**config.mk**
```make
export PLATFORM = sky130hd
export DESIGN_NAME = ntt_seq_ctrl_flat
export DESIGN_NICKNAME = d
export VERILOG_FILES = /design/src/rtl/ntt_pkg.sv /design/src/rtl/ntt_seq_ctrl_if.sv /design/src/rtl/ntt_pass_limits.sv /design/src/rtl/ntt_seq_ctrl.sv /design/src/flat_wrapper.sv
export SDC_FILE = /design/constraint.sdc
export NUM_CORES = 1
export LEC_CHECK = 0
export ABC_AREA = 1
export CORE_MARGIN = 2
export CORE_UTILIZATION = 56
export CTS_CLUSTER_SIZE = 25
export DETAILED_ROUTE_END_ITERATION = 8
export GPL_ROUTABILITY_DRIVEN = 0
export PLACE_DENSITY = 0.82
export SYNTH_ARGS = -nofsm -noshare
export SYNTH_HDL_FRONTEND = slang
export SYNTH_SLANG_ARGS = --single-unit
```
**constraint.sdc**
```tcl
create_clock -name clk -period 5.3 [get_ports clk]
set_input_delay 0.795 -clock clk [delete_from_list [all_inputs] [get_ports clk]]
set_output_delay 0.795 -clock clk [all_outputs]
set_load 0.005 [all_outputs]
```
**src/rtl/ntt_pkg.sv**
```systemverilog
// Shared constants and types for the NTT pass sequencer: op encodings, per-mode
// pass geometry and FSM states.
package ntt_pkg;

    localparam int unsigned WORDS      = 32;
    localparam int unsigned NTT_STAGES = 7;
    localparam int unsigned NTT_LAT    = 6;
    localparam int unsigned MULT_CPW   = 4;
    localparam int unsigned MULT_LAT   = 12;
    localparam int unsigned ADD_CPW    = 2;
    localparam int unsigned ADD_LAT    = 4;

    localparam int unsigned CNT_W   = 8;
    localparam int unsigned STAGE_W = 3;

    // Read cycles per pass for each mode
    localparam int unsigned NTT_R  = WORDS;
    localparam int unsigned MULT_R = WORDS * MULT_CPW;
    localparam int unsigned ADD_R  = WORDS * ADD_CPW;

    localparam int unsigned NTT_P  = NTT_STAGES;
    localparam int unsigned MULT_P = 1;
    localparam int unsigned ADD_P  = 1;

    typedef enum logic [1:0] {
        NTT    = 2'd0,
        INVNTT = 2'd1,
        MULT   = 2'd2,
        ADDSUB = 2'd3
    } op_e;

    typedef enum logic [1:0] {
        IDLE  = 2'd0,
        RUN   = 2'd1,
        DRAIN = 2'd2,
        DONE  = 2'd3
    } state_e;

endpackage

```
**src/rtl/ntt_seq_ctrl_if.sv**
```systemverilog
// Handshake and address-generator bus between the Kyber controller, the
// pass sequencer and the address generator.
interface ntt_seq_ctrl_if;
    logic       start;
    logic [1:0] op;
    logic [1:0] mode;
    logic [2:0] stage;
    logic [7:0] cycle_cnt;
    logic       rd_en;
    logic       wr_en;
    logic       busy;
    logic       done;

    modport master (
        output start, op,
        input  mode, stage, cycle_cnt, rd_en, wr_en, busy, done
    );

    modport slave (
        input  start, op,
        output mode, stage, cycle_cnt, rd_en, wr_en, busy, done
    );
endinterface

```
**src/rtl/ntt_pass_limits.sv**
```systemverilog
// Combinational per-mode pass geometry: read cycles, read-to-write latency and
// index of the final stage.
module ntt_pass_limits
    import ntt_pkg::*;
(
    input  op_e                mode,
    output logic [CNT_W-1:0]   rd_len,
    output logic [CNT_W-1:0]   lat,
    output logic [STAGE_W-1:0] last_stage
);

    always_comb begin
        rd_len     = CNT_W'(NTT_R);
        lat        = CNT_W'(NTT_LAT);
        last_stage = STAGE_W'(NTT_P - 1);
        unique case (mode)
            NTT, INVNTT: begin
                rd_len     = CNT_W'(NTT_R);
                lat        = CNT_W'(NTT_LAT);
                last_stage = STAGE_W'(NTT_P - 1);
            end
            MULT: begin
                rd_len     = CNT_W'(MULT_R);
                lat        = CNT_W'(MULT_LAT);
                last_stage = STAGE_W'(MULT_P - 1);
            end
            ADDSUB: begin
                rd_len     = CNT_W'(ADD_R);
                lat        = CNT_W'(ADD_LAT);
                last_stage = STAGE_W'(ADD_P - 1);
            end
            default: ;
        endcase
    end

endmodule

```
**src/rtl/ntt_seq_ctrl.sv**
```systemverilog
// Polynomial-unit pass sequencer: walks stage/cycle_cnt through every pass of
// one operation and issues read/write strobes aligned to the datapath latency.
module ntt_seq_ctrl
    import ntt_pkg::*;
(
    input logic            clk,
    input logic            rst,
    ntt_seq_ctrl_if.slave  bus
);

    state_e              state_q, state_d;
    op_e                 mode_q, mode_d;
    logic [STAGE_W-1:0]  stage_q, stage_d;
    logic [CNT_W-1:0]    cnt_q, cnt_d;
    logic                rd_en_q, wr_en_q, busy_q, done_q;
    logic                rd_en_d, wr_en_d, busy_d, done_d;

    logic [CNT_W-1:0]    rd_len, lat, wr_end;
    logic [STAGE_W-1:0]  last_stage;

    ntt_pass_limits u_limits (
        .mode       (mode_q),
        .rd_len     (rd_len),
        .lat        (lat),
        .last_stage (last_stage)
    );

    // One past the final write cycle of a pass (R+L); at most 140, fits CNT_W
    assign wr_end = rd_len + lat;

    always_comb begin
        state_d = state_q;
        mode_d  = mode_q;
        stage_d = stage_q;
        cnt_d   = cnt_q;
        unique case (state_q)
            IDLE: begin
                stage_d = '0;
                cnt_d   = '0;
                if (bus.start) begin
                    mode_d  = op_e'(bus.op);
                    state_d = RUN;
                end
            end
            RUN: begin
                cnt_d = cnt_q + CNT_W'(1);
                if (cnt_q == rd_len - CNT_W'(1)) begin
                    state_d = DRAIN;
                end
            end
            DRAIN: begin
                if (cnt_q == wr_end - CNT_W'(1)) begin
                    cnt_d = '0;
                    if (stage_q < last_stage) begin
                        stage_d = stage_q + STAGE_W'(1);
                        state_d = RUN;
                    end else begin
                        stage_d = '0;
                        state_d = DONE;
                    end
                end else begin
                    cnt_d = cnt_q + CNT_W'(1);
                end
            end
            DONE: begin
                state_d = IDLE;
            end
            default: state_d = IDLE;
        endcase
    end

    // Strobes are decoded from next-state values so every output is a flop.
    // On IDLE->RUN cnt_d is 0 and every latency is nonzero, so the old mode's
    // limits give the right wr_en there too.
    always_comb begin
        rd_en_d = (state_d == RUN);
        busy_d  = (state_d == RUN) || (state_d == DRAIN);
        wr_en_d = busy_d && (cnt_d >= lat) && (cnt_d < wr_end);
        done_d  = (state_d == DONE);
    end

    always_ff @(posedge clk or posedge rst) begin
        if (rst) begin
            state_q <= IDLE;
            mode_q  <= NTT;
            stage_q <= '0;
            cnt_q   <= '0;
            rd_en_q <= 1'b0;
            wr_en_q <= 1'b0;
            busy_q  <= 1'b0;
            done_q  <= 1'b0;
        end else begin
            state_q <= state_d;
            mode_q  <= mode_d;
            stage_q <= stage_d;
            cnt_q   <= cnt_d;
            rd_en_q <= rd_en_d;
            wr_en_q <= wr_en_d;
            busy_q  <= busy_d;
            done_q  <= done_d;
        end
    end

    assign bus.mode      = mode_q;
    assign bus.stage     = stage_q;
    assign bus.cycle_cnt = cnt_q;
    assign bus.rd_en     = rd_en_q;
    assign bus.wr_en     = wr_en_q;
    assign bus.busy      = busy_q;
    assign bus.done      = done_q;

endmodule

```
**src/flat_wrapper.sv**
```systemverilog
// flat-port wrapper written by rule: the top's interface ports become plain ports
module ntt_seq_ctrl_flat import ntt_pkg::*;
  (clk, rst, bus_start, bus_op, bus_mode, bus_stage, bus_cycle_cnt, bus_rd_en, bus_wr_en, bus_busy, bus_done);
  ntt_seq_ctrl_if bus_i ();
  input logic clk;
  input logic rst;
  input wire logic [$bits(bus_i.start)-1:0] bus_start;
  input wire logic [$bits(bus_i.op)-1:0] bus_op;
  output wire logic [$bits(bus_i.mode)-1:0] bus_mode;
  output wire logic [$bits(bus_i.stage)-1:0] bus_stage;
  output wire logic [$bits(bus_i.cycle_cnt)-1:0] bus_cycle_cnt;
  output wire logic [$bits(bus_i.rd_en)-1:0] bus_rd_en;
  output wire logic [$bits(bus_i.wr_en)-1:0] bus_wr_en;
  output wire logic [$bits(bus_i.busy)-1:0] bus_busy;
  output wire logic [$bits(bus_i.done)-1:0] bus_done;
  assign bus_i.start = bus_start;
  assign bus_i.op = bus_op;
  assign bus_mode = bus_i.mode;
  assign bus_stage = bus_i.stage;
  assign bus_cycle_cnt = bus_i.cycle_cnt;
  assign bus_rd_en = bus_i.rd_en;
  assign bus_wr_en = bus_i.wr_en;
  assign bus_busy = bus_i.busy;
  assign bus_done = bus_i.done;
  ntt_seq_ctrl u_core (.clk(clk), .rst(rst), .bus(bus_i));
endmodule
```
# ---- Word-level counts from Yosys, hierarchy flattened
# Cells that the tools add are included.
dict set report totals {
  reg_bits 19
  in_bits 5
  word_cells 51
}
dict set report classes {
  addsub 5
  magnitude_cmp 3
  n_eq_ne 12
  muxes 13
  n_reduce_logical 10
}
# cell n
set ops {}
lappend ops {{8-bit case mux with 3 select lines} 3}
lappend ops {{8-bit == test} 2}
lappend ops {{8-bit by 1-bit subtractor with 8-bit output, second input constant} 2}
lappend ops {{2-bit == test, second input constant} 6}
lappend ops {{3-bit case mux with 2 select lines} 2}
lappend ops {{8-bit by 1-bit adder with 8-bit output, second input constant} 1}
lappend ops {{8-bit adder} 1}
lappend ops {{8-bit greater-or-equal comparator} 1}
lappend ops {{8-bit < comparator} 1}
lappend ops {{2-bit two-way mux} 4}
lappend ops {{8-bit two-way mux} 1}
lappend ops {{2-bit case mux with 4 select lines} 1}
lappend ops {{2-bit by 1-bit == test with 1-bit output, second input constant} 3}
lappend ops {{3-bit two-way mux} 2}
lappend ops {{2-bit zero test} 2}
lappend ops {{2-bit AND reduction} 2}
lappend ops {{2-bit OR reduction} 2}
lappend ops {{3-bit by 1-bit adder with 3-bit output, second input constant} 1}
lappend ops {{3-bit < comparator} 1}
lappend ops {{1-bit logical AND} 2}
lappend ops {{2-bit by 1-bit inequality test with 1-bit output, second input constant} 1}
lappend ops {{2-bit nonzero test} 1}
lappend ops {{1-bit logical OR} 1}

# ---- Longest topological paths before layout
# Gate-level depths: netlist (run 1).
dict set report logic_depth {
  depth_word 12
  ltp_mapped 19
  mapped_depth_nobuf 18
}

# ---- Hierarchy
# A second synthesis (run 1) with hierarchy kept.
dict set report unflattened {
  cells_unflattened 350
  area_unflattened_um2 2369.8
}
# module n_inst cells_per_inst area_each_um2
set modules_own_cells {}
lappend modules_own_cells {ntt_seq_ctrl 1 328 2224.6}
lappend modules_own_cells {ntt_pass_limits 1 22 145.1}

# ---- Least setup slack after synthesis (run 1)
# OpenSTA, ideal clock, no wires.
dict set report synth_path {
  kind {register -> register}
  from {register u_core.mode_q[1] (netlist: u_core.bus.mode[1])}
  to {register u_core.wr_en_q (netlist: u_core.bus.wr_en)}
  setup_time_ns 0.117
  arrival_ns 1.923
  required_time_ns 5.183
  path_slack_ns 3.260
  path_stages_with_launch 20
  n_path_buf 1
  period_less_slack_ns 2.040
  path_cell_list {dfrtp_1 > inv_2 > nand2_1 > nand2_1 > inv_1 > nor2_2 > nand3_4 > nand2_4 > buf_8 > inv_1 > nand3_1 > o21ai_2 > inv_1 > ha_1 > inv_1 > nor2_1 > nand3_1 > nand2_1 > nor2_1 > nor2_1}
}
dict set report synth_between {
  word_cells_on_any_way 28
  classes_between {3 x add/sub; 3 x order compare; 7 x eq/ne; 9 x mux; 6 x reduce/logical}
}
# item line_no
set synth_lines {}
lappend synth_lines {{from (decl)} ntt_seq_ctrl.sv:12} ;# op_e mode_q, mode_d;
lappend synth_lines {{from (signal assigned)} ntt_seq_ctrl.sv:94} ;# mode_q <= mode_d;
lappend synth_lines {{2-bit by 1-bit == test with 1-bit output / 2-bit zero test (equally long branches)} ntt_pass_limits.sv:16} ;# unique case (mode)
lappend synth_lines {{2-bit OR reduction} ntt_pass_limits.sv:16}
lappend synth_lines {{8-bit case mux with 3 select lines} ntt_pass_limits.sv:16}
lappend synth_lines {{8-bit adder *} ntt_seq_ctrl.sv:29} ;# assign wr_end = rd_len + lat;
lappend synth_lines {{8-bit by 1-bit subtractor with 8-bit output *} ntt_seq_ctrl.sv:52} ;# if (cnt_q == wr_end - CNT_W'(1)) begin
lappend synth_lines {{8-bit == test *} ntt_seq_ctrl.sv:52}
lappend synth_lines {{8-bit two-way mux *} ntt_seq_ctrl.sv:52}
lappend synth_lines {{8-bit case mux with 3 select lines *} ntt_seq_ctrl.sv:36} ;# unique case (state_q)
lappend synth_lines {{via u_core.cnt_d[1]} ntt_seq_ctrl.sv:14} ;# logic [CNT_W-1:0] cnt_q, cnt_d;
lappend synth_lines {{8-bit greater-or-equal comparator} ntt_seq_ctrl.sv:78} ;# wr_en_d = busy_d && (cnt_d >= lat) && (cnt_d < wr_end);
lappend synth_lines {{1-bit logical AND} ntt_seq_ctrl.sv:78}
lappend synth_lines {{1-bit logical AND *} ntt_seq_ctrl.sv:78}
lappend synth_lines {{via u_core.wr_en_d} ntt_seq_ctrl.sv:16} ;# logic rd_en_d, wr_en_d, busy_d, done_d;
lappend synth_lines {{to (signal assigned)} ntt_seq_ctrl.sv:98} ;# wr_en_q <= wr_en_d;
lappend synth_lines {{to (decl)} ntt_seq_ctrl.sv:15} ;# logic rd_en_q, wr_en_q, busy_q, done_q;
# The timed path passes the listed nets; every way through them passes the cells marked *. The select of a mux whose other input is x is not followed.
# A chain may end at the register's enable or synchronous reset.

# ---- Worst setup path after layout (run 1)
# Same ends and word-level chain as after synthesis.

==> impl_metrics.py, run 1 <==
metrics = {
    "pwr": {
        "p_leak_nw": 0.762,
        "clkPwrFrac": 0.086,
        "swShare": 0.467,
        "combPwrFrac": 0.615,
        "power.density_nw_per_um2": 587,
        "internal_power_mw": 0.471,
        "switching_power_mw": 0.413,
        "ir_drop_v": 0.000368,
        "pwr-share-seq": 0.299,
    },
    "cts": {
        "insertion_delay_ns": 0.30,
        "cts_hold_buffers": 0,
        "numClockSinks": 19,
        "htree_levels": 1,
        "cts_buffers": 3,
        "cts_setup_buffers": 0,
        "clk_pin_slew_worst_paths_ns": 0.11,
        "cts_resized": 0,
        "cts_root_buffer": "clkbuf_4",
        "clock_path_buffers": 2,
        "cts_tree": "yes",
    },
    "placed_design": {
        "dp_hpwl_um": 2100,
        "port_buffers": 21,
        "dp_cells": 206,
    },
    "route": {
        "drtIter0Drc": 42,
        "dr.pass1.iters": 4,
        "vias_per_cell": 5.20,
        "drc": 0,
        "drt_wl_total_um": 2680,
        "post_drt_wl_per_cell_um": 12.8,
        "ant_nets": 0,
        "num_vias": 1093,
    },
    "synthesis": {
        "synth.distinct_cells": 32,
        "yosys_warnings": 0,
        "syn-cell-area_um2": 1250,
        "postSynthCellCount": 159,
        "syn_avg_cell_area_um2": 7.88,
        "syn-num-nets": 174,
        "synth_seq_cells": 19,
        "synth_seq_area_share": 0.380,
    },
    "timing": {
        "hold_viol": 0,
        "finalClockSkew_ns": 0.00361,
        "maxSlewHeadroom": 0.508,
        "setup_tns_ns": 0,
        "fmax_mhz": 432,
        "setup_viol": 0,
        "fin_crit_sh": 0.437,
        "rsz0062_at_grt": "no",
        "fin_crit_ns": 2.31,
        "hold_ws_ns": 0.556,
        "finalMaxSlewViolations": 0,
        "tightest_slew_ns": 0.737,
    },
    "finish": {
        "drive_gt1_frac": 0.104,
        "post-route-util": 0.694,
        "final_nets": 198,
        "diodes": 0,
        "synthToLayoutAreaGrowth_pct": 20.2,
        "fillers": 189,
        "instances_no_fill": 210,
    },
    "setup_path": {
        "cpLargestDelayFamily": "simple AND/OR/NAND/NOR gates",
        "crit_chain": "inv_2 -> nor2_4 -> nand2_1 -> nand2_1 -> nor2_2 -> nand3_4 -> nand2_4 -> inv_1 -> nand3_1 -> o21ai_2 -> inv_1 -> ha_1 -> inv_1 -> nor2_1 -> nand3_1 -> nand2_1 -> nor2_1 -> nor2_1",
        "critical_path.max_fanout": 12,
        "required_ns": 5.54,
        "critPathLaunchType": "register",
        "critPathArrivalTime_ns": 2.56,
        "worstSetupEndpointType": "register",
        "slowest_stage": "dfrtp_1",
        "max_stage_delay_ns": 0.55,
        "path_buf_inv": 4,
        "crit_type": "reg2reg",
    },
    "min_path": {
        "hold_class": "reg2reg",
    },
    "floorplanning": {
        "start_util": 0.577,
        "fp.dieArea_um2": 2630,
        "die_h_um": 51.3,
        "fp-row-count": 17,
        "core_um2": 2170,
        "ioPinCount": 22,
        "die_w_um": 51.3,
    },
    "grt": {
        "grt_first_pass_wirelength_um": 4550,
        "antenna_found_initial": 0,
        "grt_pass1_vias": 1035,
        "grt_max_degree": 20,
        "gr-total-overflow": 0,
        "track_usage": 0.233,
    },
    "job": {
        "cap_violations": 0,
    },
    "status": {
        "outcome": "finished clean",
    },
}
## placed cells by master (no fill, tap or decap), types with 2 or more instances in the layout
master and count:
o21ai_0 2, inv_1 24, nor2_2 3, xor2_1 2
nand2_4 2, nor3_1 3, a21oi_2 2, nor2_1 18
clkbuf_4 3, nand4_1 5, a21oi_1 5, dfrtp_1 19
nor2_4 2, nand2_1 39, clkdlybuf4s50_1 21, nand3_1 6
ha_1 10
## power groups by stage
stage	Sequential (mW)	Clock (mW)	Combinational, mW
after floorplan	0.257	0	0.370
after detailed placement	0.266	0	0.540
after global placement	0.264	0	0.532
after CTS	0.264	0.0776	0.546
final	0.265	0.0761	0.543
after global routing	0.273	0.0816	0.618
## synthesized netlist by cell type
cell	instances	area, um^2
o21ai_0	2	10.0
xnor2_1	1	8.76
o21ai_1	1	5.00
nand2_1	39	146
o21ai_2	1	8.76
mux2_2	1	11.3
or2_2	1	6.26
o21bai_1	1	7.51
nor3_1	3	15.0
nand3_4	1	17.5
o22ai_1	1	6.26
nand2_2	1	6.26
dfrtp_1	19	475
nor2_1	18	67.6
a21o_1	1	7.51
inv_2	1	3.75
a21oi_1	5	25.0
a31oi_1	1	6.26
nand4_1	5	31.3
o21a_1	1	7.51
nor2_2	3	18.8
nand3_1	6	30.0
nand2_4	2	22.5
buf_2	1	5.00
o211ai_1	1	7.51
xor2_1	2	17.5
ha_1	10	125
nor2_4	2	22.5
a21oi_2	2	17.5
nand3b_1	1	7.51
inv_1	24	90.1
buf_8	1	15.0
## metal layers
| metal | share of wire | vias to the layer above | global-route usage |
|---|---|---|---|
| met5 | 0 | - | 0 |
| met4 | 0.021 | 0 | 0.114 |
| met3 | 0.039 | 7 | 0.0234 |
| met2 | 0.47 | 32 | 0.390 |
| met1 | 0.47 | 502 | 0.302 |
| li1 | - | 552 | - |
## layout make-up
type | instances | area [um^2] | share of cell area
Timing Repair Buffer | 21 | 210 | 0.140
Tap cell | 28 | 35.0 | 0.0233
Inverter | 25 | 93.8 | 0.0623
Clock buffer | 3 | 22.5 | 0.0150
Clock inverter | 1 | 5.00 | 0.00333
Sequential cell | 19 | 475 | 0.316
Multi-Input combinational cell | 113 | 663 | 0.441
## path summary, 6_finish.rpt
kind                                startpoint                       to  slack (ns)  depth (start not counted)
setup / recovery            u_core.bus.mode[1]         u_core.bus.wr_en        2.99                         18
hold / removal             u_core.bus.stage[1]      u_core.bus.stage[1]        0.56                          2
setup reg to reg            u_core.bus.mode[1]         u_core.bus.wr_en        2.99                         18
hold reg to reg            u_core.bus.stage[1]      u_core.bus.stage[1]        0.56                          2
max in group asynchronous                  rst  u_core.bus.cycle_cnt[3]        3.94                          2
min in group asynchronous                  rst      u_core.bus.stage[0]        0.90                          2
## through the flow
| step | worst slack (ns) | area, um^2 | total power [mW] |
|---|---|---|---|
| 5_1_grt | 2.75 | 1510 | 0.973 |
| 2_1_floorplan | 3.26 | 1250 | 0.627 |
| 4_1_cts | 3.02 | 1510 | 0.887 |
| 6_report | 2.99 | 1510 | 0.884 |
| 3_5_place_dp | 3.06 | 1480 | 0.807 |
| 3_3_place_gp | 3.07 | 1480 | 0.796 |
## flip-flops by register name, indices dropped and copies added, names as in the netlist
signal,cells
u_core.bus.busy,1
u_core.bus.cycle_cnt,8
u_core.bus.done,1
u_core.bus.mode,2
u_core.bus.rd_en,1
u_core.bus.stage,3
u_core.bus.wr_en,1
u_core.state_q,2
## tightest hold or removal path, cell delays in order (launching register included)
cell     delay (ns)
dfrtp_1        0.41
nand2_1        0.07
nand2_1        0.06
## cells by family after synthesis
kind of cell,after synthesis,share of synthesized area
AO/OA/AOI/OAI,17,0.0869
XOR/XNOR,3,0.0210
adder cells (fa/ha/maj),10,0.0999
buffers and inverters,27,0.0909
flip-flops,19,0.380
multiplexers,1,0.00899
AND/OR/NAND/NOR,82,0.313
No activity file was read; power rests on OpenSTA's default activity.
==> run 2, diff against run 1 <==
--- a/config.mk
+++ b/config.mk
@@ -7,11 +7,11 @@
 export LEC_CHECK = 0
 export ABC_AREA = 1
 export CORE_MARGIN = 2
-export CORE_UTILIZATION = 56
+export CORE_UTILIZATION = 52
 export CTS_CLUSTER_SIZE = 25
 export DETAILED_ROUTE_END_ITERATION = 8
 export GPL_ROUTABILITY_DRIVEN = 0
-export PLACE_DENSITY = 0.82
+export PLACE_DENSITY = 0.77
 export SYNTH_ARGS = -nofsm -noshare
 export SYNTH_HDL_FRONTEND = slang
 export SYNTH_SLANG_ARGS = --single-unit
==> constraint.sdc (replaced) <==
create_clock -name clk -period 2.15 [get_ports clk]
set_input_delay 0.3225 -clock clk [delete_from_list [all_inputs] [get_ports clk]]
set_output_delay 0.3225 -clock clk [all_outputs]
set_load 0.005 [all_outputs]
==> run 2 against run 1 <==
The run now ends with setup timing left. Clock power grew to 2.5 times the previous value. First-iteration DRC count fell by 14%. Combinational power grew to 3.5 times the previous value. Utilization grew 9.4 points. Critical endpoint unchanged.
==> impl_metrics.py, run 2 (same netlist as run 1, synthesis figures left out) <==
metrics = {
    "timing": {
        "fin_crit_sh": 1.04,
        "maxSlewHeadroom": 0.504,
        "rsz0062_at_grt": "yes",
        "layout_setup_ws_ns": -0.0848,
        "hold_ws_ns": 0.423,
        "hold_viol": 0,
        "fin_crit_ns": 2.23,
        "fmax_mhz": 447,
        "tightest_slew_ns": 0.743,
        "finalClockSkew_ns": 0.00730,
        "finalMaxSlewViolations": 0,
        "setup_viol": 1,
    },
    "finish": {
        "instances_no_fill": 232,
        "largest_reg_flops": 8,
        "final_nets": 220,
        "final_cell_mix": "34 x nand2_1, 22 x inv_1, 21 x clkdlybuf4s50_1, 19 x buf_4, 17 x dfrtp_1",
        "drive_gt1_frac": 0.294,
        "synthToLayoutAreaGrowth_pct": 41.8,
        "final_common_cell": "nand2_1",
        "fillers": 143,
        "fin_area_um2": 1780,
        "diodes": 0,
    },
    "setup_path": {
        "crit_chain": "inv_4 -> nand2_1 -> nand2_1 -> inv_2 -> nor2_4 -> nand3_4 -> nand2_8 -> inv_4 -> nand3_2 -> o21ai_2 -> inv_1 -> ha_1 -> inv_1 -> nor2_1 -> nand3_1 -> nand2_1 -> nor2_1 -> nor2_1",
        "required_ns": 2.37,
        "critPathArrivalTime_ns": 2.45,
        "critical_path.max_fanout": 7,
        "worstSetupEndpointType": "register",
        "slowest_stage": "dfrtp_2",
        "critPathLaunchType": "register",
        "crit_type": "reg2reg",
        "max_stage_delay_ns": 0.49,
    },
    "pwr": {
        "pwr-share-seq": 0.240,
        "ir_drop_v": 0.00100,
        "clkPwrFrac": 0.070,
        "combPwrFrac": 0.689,
        "swShare": 0.457,
        "p_leak_nw": 0.886,
        "power.density_nw_per_um2": 1530,
        "internal_power_mw": 1.48,
        "switching_power_mw": 1.25,
    },
    "cts": {
        "insertion_delay_ns": 0.31,
        "cts_root_buffer": "clkbuf_4",
        "htree_levels": 1,
        "clock_path_buffers": 2,
        "cts_tree": "yes",
        "cts_buffers": 3,
        "numClockSinks": 19,
        "clk_pin_slew_worst_paths_ns": 0.11,
    },
    "route": {
        "vias_per_cell": 5.37,
        "post_drt_wl_per_cell_um": 15.0,
        "drt-met1-wl_um": 1490,
        "num_vias": 1246,
        "drc": 0,
        "dr.pass1.iters": 4,
        "route.met2.wl_um": 1700,
        "ant_nets": 0,
        "route.met3.wl_um": 203,
        "drt_wl_total_um": 3470,
        "drtIter0Drc": 36,
        "routed.top_layer": "met4",
    },
    "floorplanning": {
        "core_um2": 2250,
        "ioPinCount": 22,
        "fp-row-count": 17,
        "fp.dieArea_um2": 2820,
        "die_w_um": 53.1,
        "die_h_um": 53.1,
        "start_util": 0.555,
    },
    "grt": {
        "grt_first_pass_wirelength_um": 4930,
        "track_usage": 0.250,
        "antenna_found_initial": 0,
        "gr-total-overflow": 0,
        "grt_pass1_vias": 1152,
        "grt_max_degree": 20,
    },
    "placed_design": {
        "dp_cells": 216,
        "dp_hpwl_um": 2310,
        "placed_area_um2": 1550,
        "port_buffers": 21,
    },
    "status": {
        "outcome": "complete, but fails checks",
        "violations": "setup timing",
    },
    "job": {
        "cap_violations": 0,
    },
    "min_path": {
        "hold_class": "in2async",
    },
}
run 2: metrics by stage:
stage	utilization	total power, mW	setup TNS (ns)	worst slack (ns)
6_report	0.787	2.72	-0.0848	-0.0848
5_1_grt	0.787	2.93	-0.203	-0.203
2_1_floorplan	-	1.55	0	0.110
4_1_cts	0.716	2.37	0	0.00600
3_3_place_gp	0.689	2.06	0	0.0487
3_5_place_dp	0.689	2.10	-0.0642	-0.0642
run 2: critical path, delay by kind of cell, from the launching register on:
family	cells	cell delay, ns
compound gates	1	0.06
fa+ha+maj	1	0.22
buf+inv	5	0.33
flops	1	0.49
simple gates	11	1.04
run 2: area by class of cell:
type | instances | area (um^2) | share of cell area
repair buffers | 43 | 387 | 0.218
well taps | 28 | 35.0 | 0.0197
flip-flops and latches | 19 | 478 | 0.269
clock buffers | 4 | 26.3 | 0.0148
inverters | 25 | 98.8 | 0.0557
multi-input cells | 113 | 751 | 0.423
run 2: worst paths after layout:
path,depth (start not counted),to,startpoint,slack [ns]
min in group clk,1,u_core.bus.stage[0],u_core.bus.stage[0],0.60
max in group asynchronous,2,u_core.bus.mode[1],rst,1.21
worst max-delay path,18,u_core.bus.wr_en,u_core.bus.mode[1],-0.08
worst min register to register,1,u_core.bus.stage[0],u_core.bus.stage[0],0.60
worst min-delay path,2,u_core.bus.busy,rst,0.42
worst max register to register,18,u_core.bus.wr_en,u_core.bus.mode[1],-0.08
run 2: power groups by stage:
stage                     Combinational [mW]  Clock [mW]  Sequential (mW)
after floorplan                        0.912           0            0.634
after detailed placement                1.46           0            0.638
after CTS                               1.55       0.196            0.620
after global routing                    2.05       0.210            0.670
final                                   1.88       0.192            0.655
after global placement                  1.43           0            0.628
run 2: layer usage:
layer / up-vias / track usage
met3: 7 / 0.0311
li1: 598 / -
met4: 0 / 0.128
met1: 594 / 0.314
met5: - / 0
met2: 47 / 0.419
run 2: repair_timing:
item,CTS,global route
setup buffers,5,7
setup endpoints to repair,1,1
hold buffers,0,0
pin swaps,0,19
resized for setup,2,30
==> run 3, diff against run 2 <==
--- a/config.mk
+++ b/config.mk
@@ -6,6 +6,8 @@
 export NUM_CORES = 1
 export LEC_CHECK = 0
 export ABC_AREA = 1
+export ABC_CLOCK_PERIOD_IN_PS = 2150
+export CORE_ASPECT_RATIO = 0.8
 export CORE_MARGIN = 2
 export CORE_UTILIZATION = 52
 export CTS_CLUSTER_SIZE = 25
==> run 3 against run 2 <==
The run ends with DRC left. Worst setup slack improved by 0.094 ns. Largest cell class unchanged. Clock-buffer cell count unchanged. Die area about the same. Critical path depth unchanged. Total power increased by 0.47%. Critical endpoint unchanged.
==> impl_metrics.py, run 3 (same netlist as run 1, synthesis figures left out) <==
metrics = {
    "status": {
        "outcome": "complete, but fails checks",
        "violations": "DRC",
    },
    "timing": {
        "fin_crit_ns": 2.14,
        "setup_viol": 0,
        "finalClockSkew_ns": 0.00106,
        "tightest_slew_ns": 0.749,
        "maxSlewHeadroom": 0.500,
        "fmax_mhz": 467,
        "hold_viol": 0,
        "fin_crit_sh": 0.996,
        "rsz0062_at_grt": "yes",
        "finalMaxSlewViolations": 0,
    },
    "cts": {
        "insertion_delay_ns": 0.29,
        "clk_pin_slew_worst_paths_ns": 0.11,
        "cts_hold_buffers": 0,
        "numClockSinks": 19,
        "cts_buffers": 3,
        "cts_root_buffer": "clkbuf_4",
        "htree_levels": 1,
        "cts_tree": "yes",
        "clock_path_buffers": 2,
    },
    "setup_path": {
        "startpoint": "u_core.bus.mode[1]",
        "slowest_stage": "dfrtp_2",
        "max_stage_delay_ns": 0.49,
        "worstSetupEndpointType": "register",
        "cpLargestDelayFamily": "simple AND/OR/NAND/NOR gates",
        "path_buf_inv": 4,
        "critPathLaunchType": "register",
        "cp_common_cell": "nor2_1",
        "crit_type": "reg2reg",
        "critPathArrivalTime_ns": 2.34,
        "crit_chain": "inv_4 -> nor2_4 -> nor2_2 -> nand2_2 -> nor2_4 -> nand3_4 -> nand2_4 -> inv_2 -> nand3_2 -> o21ai_2 -> inv_1 -> ha_1 -> inv_1 -> nor2_1 -> nand3_1 -> nand2_1 -> nor2_1 -> nor2_1",
        "r2r_start": "u_core.bus.mode[1]",
        "required_ns": 2.35,
        "critical_path.max_fanout": 7,
    },
    "pwr": {
        "ir_drop_v": 0.000937,
        "p_leak_nw": 0.856,
        "p_total_mw": 2.74,
        "power.density_nw_per_um2": 1580,
    },
    "finish": {
        "largest_reg_flops": 8,
        "diodes": 0,
        "post-route-util": 0.783,
        "final_cell_mix": "35 x nand2_1, 21 x clkdlybuf4s50_1, 19 x inv_1, 16 x buf_4, 16 x dfrtp_1",
        "synthToLayoutAreaGrowth_pct": 38.5,
        "final_nets": 216,
        "drive_gt1_frac": 0.290,
        "final_common_cell": "nand2_1",
        "fin_area_um2": 1730,
    },
    "job": {
        "cap_violations": 0,
    },
    "placed_design": {
        "dp_hpwl_um": 2390,
        "placed_area_um2": 1530,
        "port_buffers": 21,
    },
    "route": {
        "vias_per_cell": 5.64,
        "drtIter0Drc": 85,
        "drc": 1,
        "ant_nets": 0,
        "dr.pass1.iters": 7,
        "post_drt_wl_per_cell_um": 16.4,
        "num_vias": 1269,
        "drt_wl_total_um": 3690,
    },
    "floorplanning": {
        "ioPinCount": 22,
        "die_h_um": 47.9,
        "core_um2": 2210,
        "start_util": 0.566,
        "fp.dieArea_um2": 2820,
        "die_w_um": 58.9,
        "fp-row-count": 15,
    },
    "grt": {
        "antenna_found_initial": 0,
        "track_usage": 0.237,
        "grt_first_pass_wirelength_um": 4860,
        "gr-total-overflow": 0,
        "grt_max_degree": 20,
        "grt_pass1_vias": 1032,
    },
    "min_path": {
        "hold_class": "in2async",
    },
}
run 3: cell types whose count changed in the layout (fill, tap and decap cells not counted), sizes merged:
cell,change
buf,-4
run 3: metrics by stage:
stage / hold WS (ns) / instances / setup TNS, ns / setup slack (ns)
CTS: 0.453 / 217 / 0 / 0.0132
global placement: 0.533 / 210 / 0 / 0.0536
global route: 0.511 / 225 / -0.126 / -0.126
finish: 0.444 / 225 / 0 / 0.00955
detailed placement: 0.540 / 210 / -0.0678 / -0.0678
floorplan: 0.274 / 159 / 0 / 0.110
run 3: per-layer routing:
metal / global-route usage / vias to the layer above / share of wire
li1: - / 587 / -
met1: 0.322 / 602 / 0.41
met2: 0.396 / 69 / 0.48
met3: 0.0486 / 11 / 0.086
met4: 0.0545 / 0 / 0.021
met5: 0 / - / 0
run 3: repair_timing:
item / CTS / global route
setup endpoints to repair: 1 / 1
buffers inserted: 3 / 8
cloned: 0 / 0
pin swaps: 1 / 19
gates resized for setup: 6 / 25
run 3: path summary, 6_finish.rpt:
path / to / slack [ns] / depth (start not counted)
worst min register to register: u_core.bus.stage[0] / 0.56 / 1
worst max-delay path: u_core.bus.wr_en / 0.01 / 18
worst max register to register: u_core.bus.wr_en / 0.01 / 18
min in group clk: u_core.bus.stage[0] / 0.56 / 1
worst min-delay path: u_core.bus.stage[2] / 0.44 / 2
max in group asynchronous: u_core.bus.cycle_cnt[3] / 1.19 / 2
run 3: layout make-up:
cell class	count	area (um^2)
inverters	25	96.3
repair buffers	39	353
flip-flops and latches	19	479
multi-input cells	113	748
clock buffers	4	26.3
fillers	151	480
well taps	25	31.3
run 3: power by group:
part	total, mW	internal, mW	switching, mW
combinational	1.90	0.881	1.02
clock	0.183	0.0722	0.110
sequential	0.656	0.498	0.158
total	2.74	1.45	1.28
